===== src/rtl/alu_arbiter.sv =====
// Round-robin arbiter that shares one fixed-latency ALU between two requesters.
// Each operation is accepted, issued, waited out, and returned over a valid/ready response.
module alu_arbiter #(
  parameter int WIDTH       = 16,
  parameter int OP_W        = 3,
  parameter int ALU_LATENCY = 1
) (
  input  logic             CLK,
  input  logic             RESET_N,
  input  logic             req0_valid,
  output logic             req0_ready,
  input  logic [OP_W-1:0]  req0_op,
  input  logic [WIDTH-1:0] req0_a,
  input  logic [WIDTH-1:0] req0_b,
  input  logic             req1_valid,
  output logic             req1_ready,
  input  logic [OP_W-1:0]  req1_op,
  input  logic [WIDTH-1:0] req1_a,
  input  logic [WIDTH-1:0] req1_b,
  output logic             rsp0_valid,
  input  logic             rsp0_ready,
  output logic [WIDTH-1:0] rsp0_data,
  output logic             rsp0_zero,
  output logic             rsp1_valid,
  input  logic             rsp1_ready,
  output logic [WIDTH-1:0] rsp1_data,
  output logic             rsp1_zero,
  output logic [WIDTH-1:0] alu_a,
  output logic [WIDTH-1:0] alu_b,
  output logic [OP_W-1:0]  alu_op,
  input  logic [WIDTH-1:0] alu_result,
  input  logic             alu_zero,
  output logic             busy,
  output logic             grant_id
);

  typedef enum logic [1:0] {IDLE = 2'd0, ISSUE = 2'd1, WAIT = 2'd2, RESP = 2'd3} state_t;

  localparam logic [2:0] LAT = 3'(ALU_LATENCY);

  state_t           state_q, state_d;
  logic             ptr_q, ptr_d;
  logic             gnt_q, gnt_d;
  logic [OP_W-1:0]  op_q, op_d;
  logic [WIDTH-1:0] a_q, a_d;
  logic [WIDTH-1:0] b_q, b_d;
  logic [WIDTH-1:0] res_q, res_d;
  logic             zero_q, zero_d;
  logic [2:0]       cnt_q, cnt_d;
  logic             any_req;
  logic             sel;

  assign any_req = req0_valid | req1_valid;
  // The pointer's requester wins if it is asking; otherwise the other one does.
  assign sel = (ptr_q ? req1_valid : req0_valid) ? ptr_q : ~ptr_q;

  always_ff @(posedge CLK or negedge RESET_N) begin
    if (!RESET_N) begin
      state_q <= IDLE;
      ptr_q   <= 1'b0;
      gnt_q   <= 1'b0;
      op_q    <= '0;
      a_q     <= '0;
      b_q     <= '0;
      res_q   <= '0;
      zero_q  <= 1'b0;
      cnt_q   <= '0;
    end else begin
      state_q <= state_d;
      ptr_q   <= ptr_d;
      gnt_q   <= gnt_d;
      op_q    <= op_d;
      a_q     <= a_d;
      b_q     <= b_d;
      res_q   <= res_d;
      zero_q  <= zero_d;
      cnt_q   <= cnt_d;
    end
  end

  always_comb begin
    state_d = state_q;
    ptr_d   = ptr_q;
    gnt_d   = gnt_q;
    op_d    = op_q;
    a_d     = a_q;
    b_d     = b_q;
    res_d   = res_q;
    zero_d  = zero_q;
    cnt_d   = cnt_q;
    case (state_q)
      IDLE: begin
        if (any_req) begin
          gnt_d   = sel;
          ptr_d   = ~sel;
          op_d    = sel ? req1_op : req0_op;
          a_d     = sel ? req1_a  : req0_a;
          b_d     = sel ? req1_b  : req0_b;
          state_d = ISSUE;
        end
      end
      ISSUE: begin
        cnt_d   = LAT;
        state_d = WAIT;
      end
      WAIT: begin
        // Count of 1 marks the cycle in which the ALU output becomes valid.
        if (cnt_q == 3'd1) begin
          res_d   = alu_result;
          zero_d  = alu_zero;
          state_d = RESP;
        end else begin
          cnt_d = cnt_q - 3'd1;
        end
      end
      RESP: begin
        if (gnt_q ? rsp1_ready : rsp0_ready) state_d = IDLE;
      end
      default: state_d = IDLE;
    endcase
  end

  always_comb begin
    req0_ready = 1'b0;
    req1_ready = 1'b0;
    rsp0_valid = 1'b0;
    rsp1_valid = 1'b0;
    busy       = (state_q != IDLE);
    case (state_q)
      // Ready is gated by reset so every output reads 0 while reset is held.
      IDLE: begin
        if (any_req && RESET_N) begin
          req0_ready = ~sel;
          req1_ready = sel;
        end
      end
      RESP: begin
        rsp0_valid = ~gnt_q;
        rsp1_valid = gnt_q;
      end
      default: ;
    endcase
  end

  assign alu_a     = a_q;
  assign alu_b     = b_q;
  assign alu_op    = op_q;
  assign grant_id  = gnt_q;
  assign rsp0_data = res_q;
  assign rsp1_data = res_q;
  assign rsp0_zero = zero_q;
  assign rsp1_zero = zero_q;

endmodule


===== config.mk =====
export PLATFORM = sky130hd
export DESIGN_NAME = alu_arbiter
export DESIGN_NICKNAME = d
export VERILOG_FILES = /design/src/rtl/alu_arbiter.sv
export SDC_FILE = /design/constraint.sdc
export NUM_CORES = 1
export LEC_CHECK = 0
export CELL_PAD_IN_SITES_DETAIL_PLACEMENT = 0
export CELL_PAD_IN_SITES_GLOBAL_PLACEMENT = 2
export CORE_UTILIZATION = 20
export DETAILED_ROUTE_END_ITERATION = 12
export GPL_ROUTABILITY_DRIVEN = 0
export PLACE_DENSITY = 0.77
export RECOVER_POWER = 50
export SLEW_MARGIN = 20
export SYNTH_ARGS = -nofsm -noshare
export SYNTH_HDL_FRONTEND = slang
export SYNTH_SLANG_ARGS = --single-unit

===== constraint.sdc =====
create_clock -name CLK -period 1.6 [get_ports CLK]
set_input_delay 0.32 -clock CLK [delete_from_list [all_inputs] [get_ports CLK]]
set_output_delay 0.32 -clock CLK [all_outputs]
set_load 0.05 [all_outputs]

==> flow_results.xml <==
<?xml version="1.0" encoding="UTF-8"?>
<metrics>
  <group name="sta">
    <metric name="rsz0062_at_grt" unit="">yes</metric>
    <metric name="finalHoldViolCount" unit="">0</metric>
    <metric name="final_critical_path_setup_slack" unit="ns">-0.142</metric>
    <metric name="timing.slew.headroom" unit="">0.687</metric>
    <metric name="fin_crit" unit="ns">1.74</metric>
    <metric name="slew_violations" unit="">0</metric>
    <metric name="skew" unit="ns">0.00765</metric>
    <metric name="fmaxAchievable" unit="MHz">574</metric>
    <metric name="finalSetupViolations" unit="">7</metric>
    <metric name="final_min_period_over_clock_period" unit="">1.09</metric>
    <metric name="tightest_slew" unit="ns">0.470</metric>
    <metric name="setup_tns" unit="ns">-0.776</metric>
    <metric name="hold_slack" unit="ns">0.0606</metric>
  </group>
  <group name="cells_and_area">
    <metric name="seqCellArea" unit="sq um">1480</metric>
    <metric name="finish.cell_count_without_fillers" unit="">581</metric>
    <metric name="fraction_of_final_layout_cells_sized_beyond_drive_strength_1" unit="">0.398</metric>
    <metric name="nets" unit="">500</metric>
    <metric name="flow.area_growth_from_synthesis" unit="%">82.1</metric>
    <metric name="fill_cells" unit="">1341</metric>
    <metric name="num_antenna_cells" unit="">0</metric>
    <metric name="multi_input_area" unit="sq um">942</metric>
  </group>
  <group name="status">
    <metric name="failed_checks" unit="">setup timing</metric>
    <metric name="outcome" unit="">complete, but fails checks</metric>
  </group>
  <group name="placement">
    <metric name="dp_cells" unit="">552</metric>
    <metric name="port_buffers" unit="">167</metric>
    <metric name="pre_cts_ws" unit="ns">-0.224</metric>
    <metric name="dpl_wire_length" unit="um">5730</metric>
  </group>
  <group name="routing">
    <metric name="finalWirelength" unit="um">7790</metric>
    <metric name="detail_route.iter0.violations" unit="">157</metric>
    <metric name="remaining_drc_errors" unit="">0</metric>
    <metric name="route.detailed.vias_per_inst" unit="">4.12</metric>
    <metric name="routed_wire_length_per_instance" unit="um">13.4</metric>
    <metric name="via_count" unit="">2396</metric>
    <metric name="dr.pass1.iters" unit="">8</metric>
    <metric name="antenna_violating_nets_post_route" unit="">0</metric>
  </group>
  <group name="grt">
    <metric name="grt_pass1_wl" unit="um">12300</metric>
    <metric name="antenna_found_initial" unit="">0</metric>
    <metric name="grtUsageTotal" unit="">0.113</metric>
    <metric name="remaining_global_route_overflow" unit="">0</metric>
    <metric name="maximum_number_of_pins_on_one_net_before_global_route_repair" unit="">38</metric>
    <metric name="via_count_of_the_first_global_routing_pass" unit="">2346</metric>
  </group>
  <group name="logic_synthesis">
    <metric name="synth_largest_type_area_fraction" unit="">0.538</metric>
    <metric name="synth_sequential_area_ratio" unit="">0.538</metric>
    <metric name="dominant_cell_type_by_area_after_synthesis" unit="">sky130_fd_sc_hd__dfrtp_1</metric>
    <metric name="number_of_flops_mapped_to_enable_cells_by_yosys" unit="">0</metric>
    <metric name="postSynthCellCount" unit="">218</metric>
    <metric name="yosys.cell_count.top_type" unit="">sky130_fd_sc_hd__dfrtp_1</metric>
    <metric name="synth_seq_cells" unit="">59</metric>
    <metric name="post_synth_num_cell_types" unit="">23</metric>
    <metric name="postSynth.asyncResetShare" unit="">1.00</metric>
    <metric name="synth_area" unit="sq um">2750</metric>
    <metric name="synthesis.area_per_instance" unit="sq um">12.6</metric>
    <metric name="synth_top_cells_by_count" unit="">59 x sky130_fd_sc_hd__dfrtp_1, 43 x sky130_fd_sc_hd__inv_1, 35 x sky130_fd_sc_hd__a222oi_1</metric>
    <metric name="synth_warnings" unit="">0</metric>
    <metric name="synth.net_count" unit="">318</metric>
    <metric name="synth_flop_cell" unit="">sky130_fd_sc_hd__dfrtp_1</metric>
    <metric name="synthTopCellsByArea" unit="">sky130_fd_sc_hd__dfrtp_1 54%, sky130_fd_sc_hd__a222oi_1 13%, sky130_fd_sc_hd__inv_1 5.9%</metric>
  </group>
  <group name="die">
    <metric name="row_count" unit="">42</metric>
    <metric name="coreArea" unit="sq um">13300</metric>
    <metric name="chipWidth" unit="um">119</metric>
    <metric name="num_io_pins" unit="">168</metric>
    <metric name="area_enclosed_by_the_die_boundary" unit="sq um">14200</metric>
    <metric name="floorplan.initialDensity" unit="">0.206</metric>
    <metric name="die_h" unit="um">119</metric>
  </group>
  <group name="clocking">
    <metric name="cts_made_buffers" unit="">9</metric>
    <metric name="holdBufCountCts" unit="">0</metric>
    <metric name="tritoncts" unit="">done</metric>
    <metric name="clk_pin_slew_worst_paths" unit="ns">0.06</metric>
    <metric name="numClockSinks" unit="">59</metric>
    <metric name="max-clock-path-buffers" unit="">2</metric>
    <metric name="cts_root_buffer" unit="">sky130_fd_sc_hd__clkbuf_16</metric>
    <metric name="htreeDepth" unit="">3</metric>
    <metric name="clk_latency" unit="ns">0.33</metric>
  </group>
  <group name="worst_setup_path">
    <metric name="setup.reg_to_reg.worst_slack" unit="ns">-0.09</metric>
    <metric name="worstPathArrival" unit="ns">1.42</metric>
    <metric name="worstPathMaxFanout" unit="">3</metric>
    <metric name="start_kind" unit="">flop</metric>
    <metric name="worstSetupEndpointType" unit="">primary output</metric>
    <metric name="classification_of_the_worst_setup_path" unit="">flop to primary output</metric>
    <metric name="destination_of_the_worst_register_to_register_timing_path" unit="">state_q[1]</metric>
    <metric name="r2r_start" unit="">state_q[0]</metric>
    <metric name="worst-endpoint-required" unit="ns">1.28</metric>
    <metric name="timing.reg2reg.worst_path_depth" unit="">8</metric>
  </group>
  <group name="flow_run">
    <metric name="number_of_max_cap_violations" unit="">0</metric>
  </group>
  <group name="pwr">
    <metric name="power_per_cell_area" unit="nW/um^2">2490</metric>
    <metric name="p_leak" unit="nW">2.46</metric>
    <metric name="worst_ir_drop_vdd" unit="mV">0.888</metric>
  </group>
  <group name="min_path">
    <metric name="holdCritPathClass" unit="">input pin to asynchronous set/reset pin</metric>
  </group>
</metrics>
[registers in the layout, summed over array words and instances (netlist names)]
register	flops
grant_id	1
alu_a	16
rsp0_data	16
rsp0_zero	1
cnt_q	3
state_q	2
alu_b	16
alu_op	3
ptr_q	1
[cell families (layout without fill, tap and decap cells)]
family / Yosys count / after routing / share of synthesized area
AO/OA/AOI/OAI: 46 / 46 / 0.162
adder cells (fa/ha/maj): 7 / 7 / 0.0319
buffers and inverters: 71 / 258 / 0.141
flip-flops: 59 / 59 / 0.538
multiplexers: 20 / 20 / 0.0953
AND/OR/NAND/NOR: 15 / 15 / 0.0319
[layout by cell type (no fill, tap or decap), types with 2 or more instances in the layout]
master and count:
sky130_fd_sc_hd__clkdlybuf4s50_1 91, sky130_fd_sc_hd__buf_4 71, sky130_fd_sc_hd__dfrtp_1 59, sky130_fd_sc_hd__inv_1 40, sky130_fd_sc_hd__a222oi_1 35, sky130_fd_sc_hd__clkbuf_2 16, sky130_fd_sc_hd__buf_12 14, sky130_fd_sc_hd__mux2_4 10
sky130_fd_sc_hd__mux2_2 9, sky130_fd_sc_hd__clkbuf_16 9, sky130_fd_sc_hd__buf_6 5, sky130_fd_sc_hd__ha_1 4, sky130_fd_sc_hd__inv_2 3, sky130_fd_sc_hd__nand2_1 3, sky130_fd_sc_hd__o21ai_0 3, sky130_fd_sc_hd__nand2_2 2
sky130_fd_sc_hd__a21oi_4 2, sky130_fd_sc_hd__and2_4 2, sky130_fd_sc_hd__nor2_1 2, sky130_fd_sc_hd__nand2b_1 2, sky130_fd_sc_hd__a21oi_1 2, sky130_fd_sc_hd__ha_4 2, sky130_fd_sc_hd__clkinvlp_4 2, sky130_fd_sc_hd__bufinv_16 2
[final cells by class]
cell class	instances	share of cell area
multi-input cells	88	0.188
repair buffers	198	0.373
clock buffers	10	0.0478
inverters	44	0.0335
well taps	176	0.0440
clock inverters	6	0.0178
flip-flops and latches	59	0.295
[worst max-delay path: stages (launching register included)]
cell,delay [ns]
sky130_fd_sc_hd__dfrtp_1,0.38
sky130_fd_sc_hd__inv_2,0.08
sky130_fd_sc_hd__ha_4,0.15
sky130_fd_sc_hd__nand2_2,0.07
sky130_fd_sc_hd__a21oi_4,0.12
sky130_fd_sc_hd__and2_4,0.16
sky130_fd_sc_hd__buf_12,0.13
[routing by layer]
metal  global-route usage  wire length [um]  up-vias
met1                0.139              3480     1139
li1                     -                 -     1135
met5                    0                 0        -
met3               0.0393               613        5
met4               0.0403                52        0
met2                0.182              3650      117
[what timing repair did]
action | in CTS | in global routing
cloned | 0 | 0
endpoints found under the setup margin | 6 | 61
gates resized for setup | 6 | 7
pin swaps | 6 | 3
buffers inserted | 11 | 2
[power breakdown]
part / switching, mW / internal [mW]
Clock: 0.693 / 1.40
Sequential: 0.507 / 2.20
Combinational: 4.74 / 2.91
[per-stage QoR]
stage | power (mW) | instance area (sq um) | util
floorplan | 7.85 | 2780 | -
global placement | 10.1 | 4550 | 0.342
detailed placement | 10.1 | 4550 | 0.342
finish | 12.5 | 5000 | 0.376
CTS | 12.6 | 5000 | 0.376
global route | 13.1 | 5000 | 0.376
[worst max-delay path by stage]
stage | start | to | cells after the start
finish | state_q[0] | req0_ready | 6
global route | state_q[1] | req0_ready | 6
floorplan | state_q[1] | state_q[1] | 6
CTS | state_q[1] | req0_ready | 6
global placement | req0_valid | state_q[1] | 4
detailed placement | req0_valid | state_q[1] | 4
No activity file was read; power rests on OpenSTA's default activity.
